===== config.mk =====
export PLATFORM = sky130hd
export DESIGN_NAME = store_buffer
export DESIGN_NICKNAME = d
export VERILOG_FILES = /design/src/rtl/store_buffer.sv
export SDC_FILE = /design/constraint.sdc
export NUM_CORES = 1
export LEC_CHECK = 0
export ABC_CLOCK_PERIOD_IN_PS = 13200
export BUFFER_PORTS_ARGS = -buffer_cell sky130_fd_sc_hd__buf_2
export CORE_MARGIN = 2
export CORE_UTILIZATION = 55
export CTS_BUF_LIST = sky130_fd_sc_hd__clkbuf_16
export CTS_CLUSTER_DIAMETER = 40
export CTS_CLUSTER_SIZE = 28
export DETAILED_ROUTE_END_ITERATION = 10
export GPL_ROUTABILITY_DRIVEN = 0
export HOLD_SLACK_MARGIN = 0.15
export PLACE_DENSITY = 0.74
export SYNTH_ARGS = -nofsm -noshare
export SYNTH_HDL_FRONTEND = slang
export SYNTH_SLANG_ARGS = --single-unit

===== constraint.sdc =====
create_clock -name clk -period 13.2 [get_ports clk]
set_clock_uncertainty 0.05 [all_clocks]
set_input_delay 1.98 -clock clk [delete_from_list [all_inputs] [get_ports clk]]
set_output_delay 1.98 -clock clk [all_outputs]
set_load 0.005 [all_outputs]

===== src/rtl/store_buffer.sv =====
// Post-commit store buffer: in-order drain to memory, youngest-first byte forwarding to loads.
// Optional feature: define STORE_BUFFER_COALESCE_EN to merge same-word stores into the youngest entry.
module store_buffer #(
  parameter int DEPTH  = 4,
  parameter int ADDR_W = 32,
  parameter int DATA_W = 32,
  localparam int MASK_W = DATA_W / 8,
  localparam int CNT_W  = $clog2(DEPTH + 1)
) (
  input  logic              clk,
  input  logic              rst,
  input  logic              enq_valid,
  output logic              enq_ready,
  input  logic [ADDR_W-1:0] enq_addr,
  input  logic [DATA_W-1:0] enq_wdata,
  input  logic [MASK_W-1:0] enq_wmask,
  output logic              dmem_write,
  output logic [ADDR_W-1:0] dmem_addr,
  output logic [DATA_W-1:0] dmem_wdata,
  output logic [MASK_W-1:0] dmem_wmask,
  input  logic              dmem_resp,
  input  logic              ld_valid,
  input  logic [ADDR_W-1:0] ld_addr,
  input  logic [MASK_W-1:0] ld_rmask,
  output logic [DATA_W-1:0] fwd_data,
  output logic [MASK_W-1:0] fwd_mask,
  output logic              fwd_full,
  output logic              fwd_partial,
  output logic [CNT_W-1:0]  count,
  output logic              empty,
  output logic              dbg_state
);

  localparam int OFF   = $clog2(MASK_W);
  localparam int PTR_W = $clog2(DEPTH);
  localparam int WA_W  = ADDR_W - OFF;

  typedef enum logic {S_IDLE, S_WRITE} state_t;

  state_t            r_state, w_state_nxt;
  logic [WA_W-1:0]   r_addr [DEPTH];
  logic [DATA_W-1:0] r_data [DEPTH];
  logic [MASK_W-1:0] r_mask [DEPTH];
  logic [DEPTH-1:0]  r_vld;
  logic [PTR_W-1:0]  r_head, r_tail;
  logic [CNT_W-1:0]  r_count;
  logic              r_empty;

  logic [WA_W-1:0]   w_enq_wa;
  logic              w_full, w_coal, w_enq, w_alloc, w_pop;
  logic [CNT_W-1:0]  w_count_nxt;
  logic [MASK_W-1:0] w_fmask;
  logic [DATA_W-1:0] w_fdata;
  logic [PTR_W-1:0]  w_idx;
  logic              w_unused;

  // Handshakes: a store moves in on a cycle with enq_valid && enq_ready; a memory
  // write is outstanding while dmem_write=1 and completes on the dmem_resp pulse.
  assign w_enq_wa = enq_addr[ADDR_W-1:OFF];
  assign w_full   = (r_count == CNT_W'(DEPTH));
  assign w_pop    = (r_state == S_WRITE) && dmem_resp;
  assign w_unused = ^{enq_addr[OFF-1:0], ld_addr[OFF-1:0]};

`ifdef STORE_BUFFER_COALESCE_EN
  logic [PTR_W-1:0] w_yng;
  assign w_yng     = r_tail - PTR_W'(1);
  // The head being written must not change under the memory, so it is excluded.
  assign w_coal    = (r_count != '0) && (r_addr[w_yng] == w_enq_wa) &&
                     !((w_yng == r_head) && (r_state == S_WRITE));
  assign enq_ready = !w_full || w_coal;
`else
  assign w_coal    = 1'b0;
  assign enq_ready = !w_full;
`endif

  assign w_enq       = enq_valid && enq_ready;
  assign w_alloc     = w_enq && !w_coal;
  assign w_count_nxt = r_count + CNT_W'(w_alloc) - CNT_W'(w_pop);

  always_ff @(posedge clk or posedge rst) begin
    if (rst) begin
      for (int i = 0; i < DEPTH; i++) begin
        r_addr[i] <= '0;
        r_data[i] <= '0;
        r_mask[i] <= '0;
      end
      r_vld   <= '0;
      r_head  <= '0;
      r_tail  <= '0;
      r_count <= '0;
      r_empty <= 1'b1;
    end else begin
      if (w_pop) begin
        r_vld[r_head] <= 1'b0;
        r_head        <= r_head + PTR_W'(1);
      end
      if (w_alloc) begin
        r_vld[r_tail]  <= 1'b1;
        r_addr[r_tail] <= w_enq_wa;
        r_data[r_tail] <= enq_wdata;
        r_mask[r_tail] <= enq_wmask;
        r_tail         <= r_tail + PTR_W'(1);
      end
`ifdef STORE_BUFFER_COALESCE_EN
      if (w_enq && w_coal) begin
        r_mask[w_yng] <= r_mask[w_yng] | enq_wmask;
        for (int b = 0; b < MASK_W; b++)
          if (enq_wmask[b]) r_data[w_yng][8*b +: 8] <= enq_wdata[8*b +: 8];
      end
`endif
      r_count <= w_count_nxt;
      r_empty <= (w_count_nxt == '0);
    end
  end

  always_ff @(posedge clk or posedge rst) begin
    if (rst) r_state <= S_IDLE;
    else     r_state <= w_state_nxt;
  end

  always_comb begin
    w_state_nxt = r_state;
    case (r_state)
      S_IDLE:  if (r_count != '0) w_state_nxt = S_WRITE;
      S_WRITE: if (dmem_resp)     w_state_nxt = S_IDLE;
      default: w_state_nxt = S_IDLE;
    endcase
  end

  assign dmem_write = (r_state == S_WRITE);
  assign dmem_addr  = dmem_write ? {r_addr[r_head], {OFF{1'b0}}} : '0;
  assign dmem_wdata = dmem_write ? r_data[r_head] : '0;
  assign dmem_wmask = dmem_write ? r_mask[r_head] : '0;
  assign count      = r_count;
  assign empty      = r_empty;
  assign dbg_state  = (r_state == S_WRITE);

  // Walk oldest to youngest so later matches overwrite earlier ones per lane.
  always_comb begin
    w_fmask = '0;
    w_fdata = '0;
    w_idx   = '0;
    for (int k = 0; k < DEPTH; k++) begin
      w_idx = r_head + PTR_W'(k);
      if (r_vld[w_idx] && (r_addr[w_idx] == ld_addr[ADDR_W-1:OFF])) begin
        for (int b = 0; b < MASK_W; b++) begin
          if (r_mask[w_idx][b]) begin
            w_fmask[b]         = 1'b1;
            w_fdata[8*b +: 8]  = r_data[w_idx][8*b +: 8];
          end
        end
      end
    end
  end

  assign fwd_mask    = ld_valid ? w_fmask : '0;
  assign fwd_data    = ld_valid ? w_fdata : '0;
  assign fwd_full    = ld_valid && ((ld_rmask & ~w_fmask) == '0) && (ld_rmask != '0);
  assign fwd_partial = ld_valid && ((ld_rmask & w_fmask) != '0) && !fwd_full;

endmodule


== Word-level counts from Yosys, hierarchy flattened ==
Index checks and enable logic that the tools add are counted.
Cells by class
  add/subtract/negate cells: 6
  order comparisons: 13
  equal/unequal tests: 5
  muxes and demuxes: 107
  bitwise gates (word level): 12
  reduce and logical (&&, ||, !) cells: 20
Operators with widths (count)
  2-to-1 mux 32 bit: 16
  2-to-1 mux 30 bit: 9
  binary-select mux 32 bit (select 2 bit): 4
  binary-select mux 30 bit (select 2 bit): 4
  bitwise mux 128 bit: 1
  2-to-1 mux 8 bit: 16
  bitwise mux 120 bit: 1
  == test 30 bit: 4
  2-to-1 mux 4 bit: 17
  demux 32 bit (select 2 bit): 1
  demux 30 bit (select 2 bit): 1
  binary-select mux 4 bit (select 2 bit): 4
  2-to-1 mux 1 bit: 24
  bitwise mux 16 bit: 1
  >= comparator 3 bit, second input constant: 5
  < comparator 2 x 3 -> 1 bit, second input constant: 5
  inverter 2 -> 3 bit: 5
  logical AND 1 bit: 13
  AND 4 bit: 3
  binary-select mux 1 bit (select 2 bit): 4
  demux 4 bit (select 2 bit): 1
  inverter 4 bit: 2
  nonzero test 4 bit: 2
  adder 2 x 1 -> 2 bit, second input constant: 2
  14 further kinds: 18
Word-level totals
  flip-flop bits (word level): 277
  bits of input ports: 109
  output and inout port bits: 113
  logic and storage cells: 181

== Longest topological paths before layout ==
  depth in word-level cells: 20
  gate-level depth with buffers: 26

== Worst setup path before layout ==
No wires, ideal clock.
  path kind: register to output
  from: register r_head[1]
  to: output fwd_full
  arrival: 5635 ps
  required time: 11170 ps
  slack: 5535 ps
  stages on the path, launching flop included: 24
  cells stage by stage: dfrtp_1 buf_4 buf_6 buf_6 buf_4 buf_4 buf_2 buf_1 clkbuf_1 inv_1 ha_1 buf_6 buf_12 buf_6 mux4_2 xnor2_1 nand2_1 or4_4 nor4_4 and3_1 buf_6 nor4_2 a222oi_1 and3_1
On the way
  word-level cells in the longest chain between the ends: 18
RTL lines
  start: declaration: RTL line 45  | logic [PTR_W-1:0] r_head, r_tail;
  start signal: assignment: RTL line 95  | r_head <= r_head + PTR_W'(1);
  parallel branches: the longest is 12 deep, another holds adder 2 x 1 -> 2 bit
  2-to-1 mux 4 bit (*): RTL line 145  | if (r_vld[w_idx] && (r_addr[w_idx] == ld_addr[ADDR_W-1:OFF])) begin
  inverter 4 bit (*): RTL line 158  | assign fwd_full = ld_valid && ((ld_rmask & ~w_fmask) == '0) && (ld_rmask != '0);
  AND 4 bit (*): RTL line 158
  logical NOT 4 bit (*): RTL line 158
  logical AND 1 bit (*) (2 in a row): RTL line 158
  end: declaration: RTL line 27  | output logic fwd_full,
Mark *: on every way between the ends. The select of a mux whose other input is x is not followed.

== Final worst setup path ==
  from: register r_head[0]
  to: output fwd_full
The elaborated chain is that of the path after synthesis.

==> impl_metrics.toml <==
[floorplanning]
core_area_um2 = 38400
die-height_um = 201
row_count = 72
floorplan.initialDensity_pct = 55.4
floorplan.io_pins = 222
die_width_um = 201
die-area_um2 = 40300

[sta]
tightest_slew_ns = 1.04
unrepaired_setup_endpoints_after_global_routing = "false"
fmax_mhz = 108
report.final.slew_viol_count = 0
finalWorstPathRequiredPeriod_ns = 9.30
finalSetupViolations = 0
fin_worst_hold_slack_ns = 0.498
final.setup.tns_ns = 0
hold_viol = 0
final_cycle_utilization_of_the_critical_path_pct = 70.4
timing.slew.headroom_pct = 29.5
worst_setup_margin_ns = 3.90

[synth]
yosys_register_bits = 277
async_flop_share_pct = 100
synthDominantAreaCellType = "dfrtp_1"
synth_xor_xnor_area_share_pct = 4.86
portion_of_the_post_synthesis_area_used_by_sequential_elements_pct = 32.6
synth.area.mux_share_pct = 43.0
dominant_cells_by_area_after_synthesis = "dfrtp_1, mux4_2, mux2_2"
synth-compound-area-share_pct = 5.56
mapped_cells = 1681
combined_area_of_all_synthesized_cells_um2 = 21300
yosysWarnings = 0
yosys.area.top_type_share_pct = 32.5
synth_enable_flop_cells = 0
synthAdderAreaFrac_pct = 0.682
ys.flop_type = "dfrtp_1"
yosysUniqueCellTypes = 82
avgSynthCellArea_um2 = 12.7
synth_top_family_by_area = "multiplexers"
yosys.area_share.simple_pct = 8.50

[finish]
syn2layout_area_growth_pct = 12.4
final_net_count = 1930
total_non_filler_cell_area_in_the_finished_layout_um2 = 23900
layout_cell_share_with_drive_strength_beyond_1_pct = 44.7
layout_commonest_cell = "dfrtp_1"
mostFrequentLayoutCells = "dfrtp_1, mux2_2, buf_2"
finalCoreUtilization_pct = 62.3
fin_cells = 2368

[power]
powerDensity_nw_per_um2 = 311
static-leakage-power_nw = 9.73
vdd_ir_drop_max_v = 0.000250
final_power_mw = 7.44

[critical_path]
timing.critical_path.slowest_cell_delay_ns = 0.84
worstPathArrival_ns = 7.27
cell_family_with_most_cp_delay = "simple AND/OR/NAND/NOR gates"
worst-path-buf-inv = 4
critical_path.slowest_cell = "ha_4"
critPathLaunchType = "register"
critPathCaptureType = "primary output"
crit_chain = "inv_2 > buf_4 > ha_4 > buf_4 > mux4_2 > xnor2_1 > nand2_1 > or4_4 > nor4_4 > and3_1 > o41ai_1 > a222oi_1 > and3_1 > buf_2"
critPathRequiredTime_ns = 11.17
critical_path.max_fanout = 58
critPathKind = "reg -> out"

[placement]
dp_worst_setup_slack_ns = 4.59
placed_cell_area_um2 = 22400
post_detail_place_hpwl_um = 41600
port_buffers = 215
post-place-cells = 2280

[clock_network]
clock_tree.htree_level_count = 2
clkLatencyLatePin_ns = 0.59
cts-hold-fix-buffers = 0
clockBufferDepth = 3
clkSlewWorstSetupHoldPaths_ns = 0.06
clk_root_buffer_cell = "clkbuf_16"
numClockSinks = 277
cts_tree = "done"
postCtsResizedCells = 0
cts_buffers = 46
post_cts_repair_timing_setup_buffer_count = 0

[route]
drt.antenna.violating_nets = 0
dr_total_vias = 16000
drt-total-wl_um = 61400
drt-pass1-iter-count = 5
drc_errors = 0
vias_per_cell = 6.77
detail_routed_net_length_per_standard_cell_um = 25.9
drtIter0Drc = 1348

[global_route]
antenna_found_initial = 10
grt_pass1_wl_um = 95400
grt_overflow = 0
maximum_number_of_pins_on_one_net_before_global_route_repair = 136
grt_pass1_vias = 15900
grtUsageTotal_pct = 30.6

[worst_hold_path]
worstHoldPathType = "reg -> reg"

[outcome]
outcome = "finished, final reports clean"

[flow_run]
max_cap_viol_count = 0
## where the power goes
part           switching [mW]  internal [mW]  total (mW)
Combinational            1.96           2.37        4.33
Sequential              0.617           1.29        1.91
Clock                   0.480          0.720        1.20
## cell usage after synthesis (4+ instances only)
| library cell | count |
|---|---|
| buf_4 | 21 |
| xor2_1 | 26 |
| and3_1 | 20 |
| nor4_1 | 15 |
| a221oi_1 | 21 |
| o211ai_1 | 5 |
| nand2_1 | 74 |
| o21ai_0 | 13 |
| buf_1 | 16 |
| nor3_1 | 13 |
| nor2_1 | 25 |
| o21ai_1 | 12 |
| nor3b_1 | 14 |
| buf_2 | 34 |
| mux4_2 | 213 |
| dfrtp_1 | 276 |
| clkbuf_1 | 64 |
| mux2_2 | 271 |
| a211oi_1 | 4 |
| nand4_1 | 12 |
| o21a_1 | 14 |
| a21oi_1 | 7 |
| ha_1 | 10 |
| mux2i_1 | 128 |
| o22ai_1 | 13 |
| buf_6 | 18 |
| o221ai_1 | 6 |
| o2111ai_1 | 5 |
| nand3_1 | 39 |
| o31ai_1 | 16 |
| xnor2_1 | 92 |
| and2_1 | 62 |
| inv_1 | 30 |
| nand2b_1 | 12 |
| nor2b_1 | 10 |
## sequential cells by signal, summed over array words and instances (netlist names)
name	flops
count	3
r_mask	16
r_head	2
empty	1
dbg_state	1
r_tail	2
r_vld	4
r_data	128
r_addr	120
## layout make-up
class / count / area, µm²
fill: 2995 / 14500
antenna: 4 / 10.0
clock buffer: 46 / 1150
timing repair buffer: 237 / 1250
tap: 518 / 648
multi-input combinational: 1216 / 13400
clock inverter: 38 / 403
sequential: 277 / 6940
inverter: 32 / 128
## routing by layer
| metal | part of all wire [%] | vias to the layer above | track usage (%) | wire (µm) |
|---|---|---|---|---|
| li1 | - | 6771 | - | - |
| met1 | 40 | 8287 | 42.1 | 24800 |
| met2 | 47 | 832 | 47.6 | 28800 |
| met3 | 9.4 | 132 | 7.95 | 5750 |
| met4 | 3.2 | 12 | 10.3 | 1940 |
| met5 | 0.11 | - | 0 | 69 |
## cells by family (layout without fill, tap and decap cells)
group	after synthesis	in the layout
AO/OA/AOI/OAI	154	154
XOR/XNOR	118	118
adder cells (fa/ha/maj)	11	11
buffers and inverters	189	353
flip-flops	277	277
multiplexers	614	614
other	1	6
AND/OR/NAND/NOR	317	317
## worst paths after layout
| check | cells past startpoint | start | slack, ns | to |
|---|---|---|---|---|
| worst min register to register | 1 | count[2] | 0.50 | count[2] |
| min in group asynchronous | 2 | rst | 1.58 | r_addr[98] |
| worst max register to register | 6 | r_head[0] | 10.16 | r_head[1] |
| max in group asynchronous | 3 | rst | 9.81 | r_head[1] |
| worst min-delay path | 1 | count[2] | 0.50 | count[2] |
| worst max-delay path | 14 | r_head[0] | 3.90 | fwd_full |
## worst reg2reg max path: stages, from the launching register on
cell,delay (ns)
dfrtp_4,0.80
inv_2,0.07
buf_4,0.30
ha_4,0.87
buf_4,0.68
nand2_1,0.09
o21ai_0,0.09
Power figures use the tool's default switching activity.
